$ cat config.mk
export PLATFORM = sky130hd
export DESIGN_NAME = risc_toy_mem_arbiter
export DESIGN_NICKNAME = d
export VERILOG_FILES = /design/src/rtl/risc_toy_pkg.sv /design/src/rtl/risc_toy_rtag_pipe.sv /design/src/rtl/risc_toy_mem_arbiter.sv
export SDC_FILE = /design/constraint.sdc
export NUM_CORES = 1
export LEC_CHECK = 0
export CORE_AREA = 2 2 101 103
export CTS_BUF_LIST = sky130_fd_sc_hd__clkbuf_8
export DETAILED_ROUTE_END_ITERATION = 16
export DIE_AREA = 0 0 103 105
export GPL_TIMING_DRIVEN = 1
export PLACE_DENSITY = 0.82
export SYNTH_ARGS = -nofsm -noshare
export SYNTH_HDL_FRONTEND = slang
export SYNTH_HIERARCHICAL = 1
export SYNTH_SLANG_ARGS = --single-unit
$ cat constraint.sdc
create_clock -name CLK -period 1.8 [get_ports CLK]
set_input_delay 0.36 -clock CLK [delete_from_list [all_inputs] [get_ports CLK]]
set_output_delay 0.36 -clock CLK [all_outputs]
set_load 0.01 [all_outputs]
$ cat src/rtl/risc_toy_pkg.sv
// Shared definitions for the RISC_TOY memory arbiter: default widths,
// requester source encoding and the arbiter state type.
package risc_toy_pkg;

  localparam int DEF_ADDR_W = 30;
  localparam int DEF_DATA_W = 32;

  // Source tag carried alongside each in-flight read.
  localparam logic SRC_I = 1'b0;
  localparam logic SRC_D = 1'b1;

  // D_PRIO: data wins ties. I_FORCE: fetch wins ties after a long data burst.
  typedef enum logic {
    D_PRIO  = 1'b0,
    I_FORCE = 1'b1
  } arb_state_e;

endpackage

$ cat src/rtl/risc_toy_rtag_pipe.sv
// In-order read tag delay line. Each stage holds {valid, src}. The depth
// matches the memory read latency, so the last stage lines up with M_RDATA.
module risc_toy_rtag_pipe
  import risc_toy_pkg::*;
#(
  parameter int DEPTH = 1
) (
  input  logic clk,
  input  logic clr,
  input  logic push_valid,
  input  logic push_src,
  output logic out_valid,
  output logic out_src
);

  logic [DEPTH-1:0] valid_q, valid_d;
  logic [DEPTH-1:0] src_q, src_d;

  // Shift every cycle: stage 0 takes the new tag, each later stage its predecessor.
  always_comb begin
    valid_d    = '0;
    src_d      = '0;
    valid_d[0] = push_valid;
    src_d[0]   = push_valid ? push_src : SRC_I;
    for (int i = 1; i < DEPTH; i++) begin
      valid_d[i] = valid_q[i-1];
      src_d[i]   = src_q[i-1];
    end
  end

  // Synchronous clear drops every in-flight tag so no response is ever issued for it.
  always_ff @(posedge clk) begin
    if (clr) begin
      valid_q <= '0;
      src_q   <= '0;
    end else begin
      valid_q <= valid_d;
      src_q   <= src_d;
    end
  end

  assign out_valid = valid_q[DEPTH-1];
  assign out_src   = src_q[DEPTH-1];

endmodule

$ cat src/rtl/risc_toy_mem_arbiter.sv
// Arbitrates one single-port memory between the fetch and data ports.
// Data has priority, limited by a burst counter that forces a fetch grant
// after D_MAX_BURST consecutive data grants while a fetch is pending.
// Read data is steered back through a tag pipe matched to RD_LAT.
module risc_toy_mem_arbiter
  import risc_toy_pkg::*;
#(
  parameter int ADDR_W      = DEF_ADDR_W,
  parameter int DATA_W      = DEF_DATA_W,
  parameter int RD_LAT      = 1,
  parameter int D_MAX_BURST = 4
) (
  input  logic              CLK,
  input  logic              RST,
  input  logic              I_REQ,
  input  logic [ADDR_W-1:0] I_ADDR,
  output logic              I_GNT,
  output logic              I_RVALID,
  output logic [DATA_W-1:0] I_RDATA,
  input  logic              D_REQ,
  input  logic              D_RW,
  input  logic [ADDR_W-1:0] D_ADDR,
  input  logic [DATA_W-1:0] D_WDATA,
  output logic              D_GNT,
  output logic              D_RVALID,
  output logic [DATA_W-1:0] D_RDATA,
  output logic              M_REQ,
  output logic              M_RW,
  output logic [ADDR_W-1:0] M_ADDR,
  output logic [DATA_W-1:0] M_WDATA,
  input  logic              M_READY,
  input  logic [DATA_W-1:0] M_RDATA
);

  localparam logic [3:0] BURST_LIM = 4'(D_MAX_BURST);

  arb_state_e  state_q, state_d;
  logic [3:0]  cnt_q, cnt_d;
  logic [3:0]  cnt_next;
  logic        sel_d, sel_i;
  logic        i_gnt, d_gnt;
  logic        push_valid, push_src;
  logic        pipe_valid, pipe_src;
  logic        i_rvalid_q, i_rvalid_d;
  logic        d_rvalid_q, d_rvalid_d;
  logic [DATA_W-1:0] i_rdata_q, i_rdata_d;
  logic [DATA_W-1:0] d_rdata_q, d_rdata_d;

  // Pick a requester; everything is gated off while reset is held.
  always_comb begin
    sel_d = 1'b0;
    sel_i = 1'b0;
    if (!RST) begin
      sel_d = D_REQ & (~I_REQ | (state_q == D_PRIO));
      sel_i = I_REQ & ~sel_d;
    end
  end

  // Drive the memory port from the selected requester; fetch never writes.
  always_comb begin
    M_REQ   = sel_d | sel_i;
    M_RW    = 1'b0;
    M_ADDR  = '0;
    M_WDATA = '0;
    if (sel_d) begin
      M_RW    = D_RW;
      M_ADDR  = D_ADDR;
      M_WDATA = D_WDATA;
    end else if (sel_i) begin
      M_ADDR  = I_ADDR;
    end
  end

  assign i_gnt = sel_i & M_READY;
  assign d_gnt = sel_d & M_READY;
  assign I_GNT = i_gnt;
  assign D_GNT = d_gnt;

  // Only accepted reads enter the tag pipe; writes complete on their grant.
  assign push_valid = i_gnt | (d_gnt & ~D_RW);
  assign push_src   = d_gnt ? SRC_D : SRC_I;

  // Next state and burst count; a stalled memory freezes both.
  always_comb begin
    state_d  = state_q;
    cnt_d    = cnt_q;
    cnt_next = (cnt_q == BURST_LIM) ? cnt_q : cnt_q + 4'd1;
    if (M_READY && !RST) begin
      case (state_q)
        D_PRIO: begin
          if (i_gnt || !I_REQ) begin
            cnt_d = 4'd0;
          end else if (d_gnt) begin
            cnt_d = cnt_next;
            if (cnt_next == BURST_LIM) state_d = I_FORCE;
          end
        end
        I_FORCE: begin
          if (!I_REQ || i_gnt) begin
            state_d = D_PRIO;
            cnt_d   = 4'd0;
          end
        end
      endcase
    end
  end

  // Arbiter state and burst counter registers.
  always_ff @(posedge CLK) begin
    if (RST) begin
      state_q <= D_PRIO;
      cnt_q   <= 4'd0;
    end else begin
      state_q <= state_d;
      cnt_q   <= cnt_d;
    end
  end

  risc_toy_rtag_pipe #(
    .DEPTH(RD_LAT)
  ) u_rtag_pipe (
    .clk       (CLK),
    .clr       (RST),
    .push_valid(push_valid),
    .push_src  (push_src),
    .out_valid (pipe_valid),
    .out_src   (pipe_src)
  );

  // Steer returning memory data to the requester named by the oldest tag.
  always_comb begin
    i_rvalid_d = pipe_valid & (pipe_src == SRC_I);
    d_rvalid_d = pipe_valid & (pipe_src == SRC_D);
    i_rdata_d  = i_rvalid_d ? M_RDATA : i_rdata_q;
    d_rdata_d  = d_rvalid_d ? M_RDATA : d_rdata_q;
  end

  // Registered response outputs; data holds between valid pulses.
  always_ff @(posedge CLK) begin
    if (RST) begin
      i_rvalid_q <= 1'b0;
      d_rvalid_q <= 1'b0;
      i_rdata_q  <= '0;
      d_rdata_q  <= '0;
    end else begin
      i_rvalid_q <= i_rvalid_d;
      d_rvalid_q <= d_rvalid_d;
      i_rdata_q  <= i_rdata_d;
      d_rdata_q  <= d_rdata_d;
    end
  end

  assign I_RVALID = i_rvalid_q;
  assign I_RDATA  = i_rdata_q;
  assign D_RVALID = d_rvalid_q;
  assign D_RDATA  = d_rdata_q;

endmodule

Word-level counts from Yosys, hierarchy flattened

Index checks and enable logic that the tools add are counted.

Logic and storage cells: 52
Flip-flop bits (word level): 73

Equality and inequality tests: 4
Reductions and logical operators: 6
Add/subtract/negate cells: 1
Bitwise logic cells: 16
Mux-type cells: 17

Operators with widths:

| operator                                                                 | count |
|---|---|
| 30-bit two-way mux                                                       | 2 |
| 32-bit two-way mux                                                       | 1 |
| 4-bit two-way mux                                                        | 4 |
| 4-bit by 3-bit == test with 1-bit output (second input constant)         | 2 |
| 1-bit two-way mux                                                        | 8 |
| 4-bit case mux with 2 select lines                                       | 1 |
| 1-bit bitwise AND                                                        | 7 |
| 1-bit NOT                                                                | 6 |
| 4-bit by 1-bit adder with 4-bit output (second input constant)           | 1 |
| 3-bit by 2-bit inequality test with 1-bit output (second input constant) | 1 |
| 1-bit bitwise OR                                                         | 3 |
| 3-bit AND reduction                                                      | 1 |
| 1-bit zero test                                                          | 2 |
| 2-bit by 1-bit inequality test with 1-bit output (second input constant) | 1 |
| 1-bit case mux with 2 select lines                                       | 1 |
| 2-bit OR reduction                                                       | 1 |
| 1-bit logical AND                                                        | 1 |
| 1-bit logical OR                                                         | 1 |

Depth between registers and ports, before layout

Depth after elaboration: 10
Gate-level depth with buffers: 6
Gate-level depth less buffers: 6

Modules after synthesis

The synthesis kept the hierarchy.

By module, submodules not included:

| module               | times used | area an instance (um2) | sequential area each (um2) | cells each |
|---|---|---|---|---|
| risc_toy_mem_arbiter | 1          | 3149.3                 | 1421.4                     | 410 |
| risc_toy_rtag_pipe   | 1          | 55.1                   | 40.0                       | 4 |

Least setup slack after synthesis

OpenSTA, ideal clock, no wires.

Kind: input to output
From: input port I_REQ
To: output port M_ADDR[12]
Path slack: 0.278 ns
Cell stages on the path: 4
Required time: 1.440 ns
Arrival time: 1.162 ns
Path through: a211oi_1 > buf_2 > buf_4 > a22o_1

Cells in the longest elaborated chain, start to end: 8

RTL lines:

| item                   | RTL line                   | RTL |
|---|---|---|
| start, declared        | risc_toy_mem_arbiter.sv:15 | `input logic I_REQ,` |
| 1-bit NOT              | risc_toy_mem_arbiter.sv:54 | `sel_d = D_REQ & (~I_REQ \| (state_q == D_PRIO));` |
| 1-bit bitwise OR       | risc_toy_mem_arbiter.sv:54 |  |
| 1-bit bitwise AND      | risc_toy_mem_arbiter.sv:54 |  |
| 1-bit NOT              | risc_toy_mem_arbiter.sv:55 | `sel_i = I_REQ & ~sel_d;` |
| 1-bit bitwise AND      | risc_toy_mem_arbiter.sv:55 |  |
| 1-bit two-way mux      | risc_toy_mem_arbiter.sv:53 | `if (!RST) begin` |
| 30-bit two-way mux     | risc_toy_mem_arbiter.sv:69 | `end else if (sel_i) begin` |
| 30-bit two-way mux (*) | risc_toy_mem_arbiter.sv:65 | `if (sel_d) begin` |
| end, declared          | risc_toy_mem_arbiter.sv:29 | `output logic [ADDR_W-1:0] M_ADDR,` |

Mark *: on every way between the ends. The rest lies on a longest branch, timed or not.

Worst setup path after layout

From: register state_q
To: output port M_ADDR[2]

Cells in the longest elaborated chain, start to end: 8

RTL lines:

| item                   | RTL line                    | RTL |
|---|---|---|
| start, declared        | risc_toy_mem_arbiter.sv:37  | `arb_state_e state_q, state_d;` |
| start signal, assigned | risc_toy_mem_arbiter.sv:114 | `state_q <= state_d;` |
| 1-bit NOT (*)          | -                           |  |
| 1-bit bitwise OR (*)   | risc_toy_mem_arbiter.sv:54  |  |
| 1-bit bitwise AND (*)  | risc_toy_mem_arbiter.sv:54  |  |
| 1-bit NOT              | risc_toy_mem_arbiter.sv:55  |  |
| 1-bit bitwise AND      | risc_toy_mem_arbiter.sv:55  |  |
| 1-bit two-way mux      | risc_toy_mem_arbiter.sv:53  |  |
| 30-bit two-way mux     | risc_toy_mem_arbiter.sv:69  |  |
| 30-bit two-way mux (*) | risc_toy_mem_arbiter.sv:65  |  |

Marked as above.

==> flow_summary_export.csv <==
group,metric,value,unit
run_status,status,"finished, violations left",
run_status,violations,"setup timing",
floorplan,die_area,10800,um^2
critical_path,cp_max_fo,8,
layout,drive_above_1_share,23.7,%
synth,synth_ff_type,"dfxtp_1",
power_and_ir_drop,power_switching_share,25.1,%
critical_path,worstReg2RegEnd,"u_rtag_pipe/out_src",
synth,yosysWarnings,6,
critical_path,critical_path_class,"flop to output pin",
drt,drtAntennaViolNets,0,
power_and_ir_drop,seqPwrFrac,41.4,%
global_route,grt_usage,27.6,%
timing,relSlewSlack,69.7,%
worst_hold_path,hold_start,"RST",
critical_path,regToRegStartpoint,"state_q",
critical_path,cp-start-kind,"flop",
layout,nFillCells,787,
synth,synth_edf_count,0,
timing,drv_slew,0,
synth,syn_area_per_cell,7.74,um^2
synth,synth-seq-cells,73,
floorplan,die_w,103,um
global_route,grt_max_degree,73,
place,portBuffers,261,
place,place_ws,-0.842,ns
synth,yosys.area.top_type_share,45.6,%
layout,seqCellArea,1470,um^2
clock_tree,ctsHtreeMaxLevel,3,
synth,synthTopCellsByArea,"dfxtp_1 46%, nand2_1 15%, a21oi_1 10%",
layout,final_nets,827,
place,dp_hpwl,10800,um
critical_path,end_kind,"output pin",
place,placed_area,6020,um^2
layout,finalInstanceArea,6650,um^2
floorplan,io_pins,262,
timing,finalSetupViolCount,65,
global_route,antenna_found_initial,1,
drt,routed_wl,15100,um
floorplan,initial_utilization,33.2,%
timing,skew,0.0105,ns
synth,yosysMostFrequentCell,"nand2_1",
synth,synth_fp_nets,546,
floorplan,core_area,9640,um^2
clock_tree,numCtsBuffers,9,
global_route,grt-ovfl-total,0,
timing,worst_pin_slew,0.455,ns
worst_hold_path,whs_path_depth,3,
drt,dr.first_iter.drc_count,157,
clock_tree,clock-sinks,73,
drt,dr.pass1.iters,5,
synth,synthArstFlopShare,0,%
timing,final_hold_viol_count,0,
floorplan,rows,36,
critical_path,crit_arrival,1.66,ns
critical_path,path_delay_family,"buffers and inverters",
layout,fin_util,69.0,%
critical_path,slowest_stage,"dfxtp_4",
worst_hold_path,hold_end,"u_rtag_pipe/out_valid",
drt,wl_per_cell,18.1,um
clock_tree,root_buffer,"clkbuf_8",
critical_path,worst-r2r-setup-slack,0.14,ns
power_and_ir_drop,p_int,0.00298,W
synth,synth_top_area_cell,"dfxtp_1",
power_and_ir_drop,p_leak,2.64,nW
floorplan,die_h,105,um
power_and_ir_drop,ir_worst_vdd,0.565,mV
layout,multi_input_area,1700,um^2
drt,num_vias,4068,
critical_path,path_buf_inv,4,
clock_tree,cts_tree,"built",
timing,rsz0062_at_grt,"yes",
worst_hold_path,hp-class,"input port to flop",
clock_tree,clock_latency,0.34,ns
synth,synth.yosys.seq_area_share,45.6,%
clock_tree,clk_pin_slew,0.08,ns
synth,synthDistinctLibCells,33,
critical_path,max_stage_delay,0.37,ns
place,gp_congestion,1.02,
power_and_ir_drop,p_total,0.00397,W
timing,fin_crit,2.02,ns
critical_path,required,1.44,ns
critical_path,path_cells,"a211oi_4, buf_6, buf_12, buf_16, a22o_1, buf_2",
synth,syn_area,3200,um^2
flow_run,max_cap_viol_count,0,
timing,period_share,112,%
power_and_ir_drop,power.share.clock,36.6,%
drt,routed_via_density,4.88,
global_route,grt_pass1_vias,4127,
power_and_ir_drop,p_switching,0.000998,W
timing,tns,-9.21,ns
drt,drc_errors,0,
power_and_ir_drop,power_density,598,nW/um^2
clock_tree,clockBufferDepth,2,
layout,area_delta_synth_final,107,%
synth,synth_cells,414,
global_route,grt_pass1_wl,22400,um
timing,fin_ws,-0.219,ns
timing,max_freq,495,MHz
synth,synth_common_cells,"131 x nand2_1, 73 x dfxtp_1, 66 x a21oi_1",
power_and_ir_drop,p_comb_share,22.0,%
critical_path,rr_worst_depth,9,
## registers in the layout (all words and copies together), names as in the netlist
| signal | count |
|---|---|
| state_q | 1 |
| I_RDATA | 32 |
| D_RDATA | 32 |
| cnt_q | 4 |
| u_rtag_pipe/out_valid | 1 |
| D_RVALID | 1 |
| I_RVALID | 1 |
| u_rtag_pipe/out_src | 1 |
## cell type report
class | instances | area share [%]
Timing Repair Buffer | 303 | 46.2
Multi-Input combinational cell | 303 | 25.5
Clock inverter | 7 | 1.54
Tap cell | 133 | 2.50
Inverter | 5 | 0.282
Clock buffer | 9 | 1.86
Sequential cell | 73 | 22.1
Antenna cell | 1 | 0.0376
## tightest hold or removal path, delay by kind of cell
kind                   cells  cell delay (ns)
buffers and inverters      2             0.32
AND/OR/NAND/NOR            1             0.03
## kinds of logic (layout without fill, tap and decap cells)
kind of cell,count (synthesis),in the layout,synth area share [%]
adders and majority gates,2,2,0.781
buffers and inverters,38,324,5.31
and+or+nand+nor,195,195,27.4
AOI/OAI and AO/OA,106,106,20.9
DFF,73,73,45.6
other,0,1,0
## through the flow
| stage | std cells | hold WS [ns] |
|---|---|---|
| 2_1_floorplan | 414 | 0.432 |
| 3_3_place_gp | 795 | 0.442 |
| 3_5_place_dp | 795 | 0.446 |
| 4_1_cts | 834 | 0.399 |
| 5_1_grt | 833 | 0.408 |
| 6_report | 834 | 0.409 |
## routing by layer
layer / GRT usage (%) / share of wire [%]
met3: 9.16 / 8.7
met1: 30.5 / 37
met4: 11.4 / 3.6
met5: 0 / 0
met2: 47.8 / 51
## what timing repair did
| action | 4_1_cts | 5_1_grt |
|---|---|---|
| resized for setup | 358 | 15 |
| pin swaps | 49 | 8 |
| setup buffers | 15 | 1 |
| cloned | 8 | 1 |
| hold buffers | 0 | 0 |
| setup endpoints to repair | 67 | 68 |
## cell usage in the layout, fill, tap and decap left out, drive strengths merged, types with 3 or more instances in the layout
master	synthesis	routed
nor2	10	10
inv	5	7
dfxtp	73	73
nand2	131	131
a21oi	66	66
nor2b	3	3
clkbuf	11	11
clkdlybuf4s50	0	192
dlygate4sd2	0	3
and2	38	38
a22o	30	30
buf	22	106
clkinv	0	3
## how the worst max path moves through the flow
stage	cells past startpoint	start	end
final	6	state_q	M_ADDR[2]
after global routing	6	state_q	M_ADDR[2]
after CTS	6	state_q	M_ADDR[2]
after detailed placement	5	I_REQ	M_ADDR[17]
after global placement	6	D_REQ	M_ADDR[17]
after floorplan	4	I_REQ	M_ADDR[12]
## power by group through the flow
stage	clock network [W]	registers (W)	logic, W
floorplan	0	0.00169	0.000206
global placement	0	0.00168	0.000751
detailed placement	0	0.00168	0.000758
CTS	0.00148	0.00165	0.000870
global route	0.00156	0.00165	0.000915
finish	0.00145	0.00165	0.000874
No activity file was read; power rests on OpenSTA's default activity.
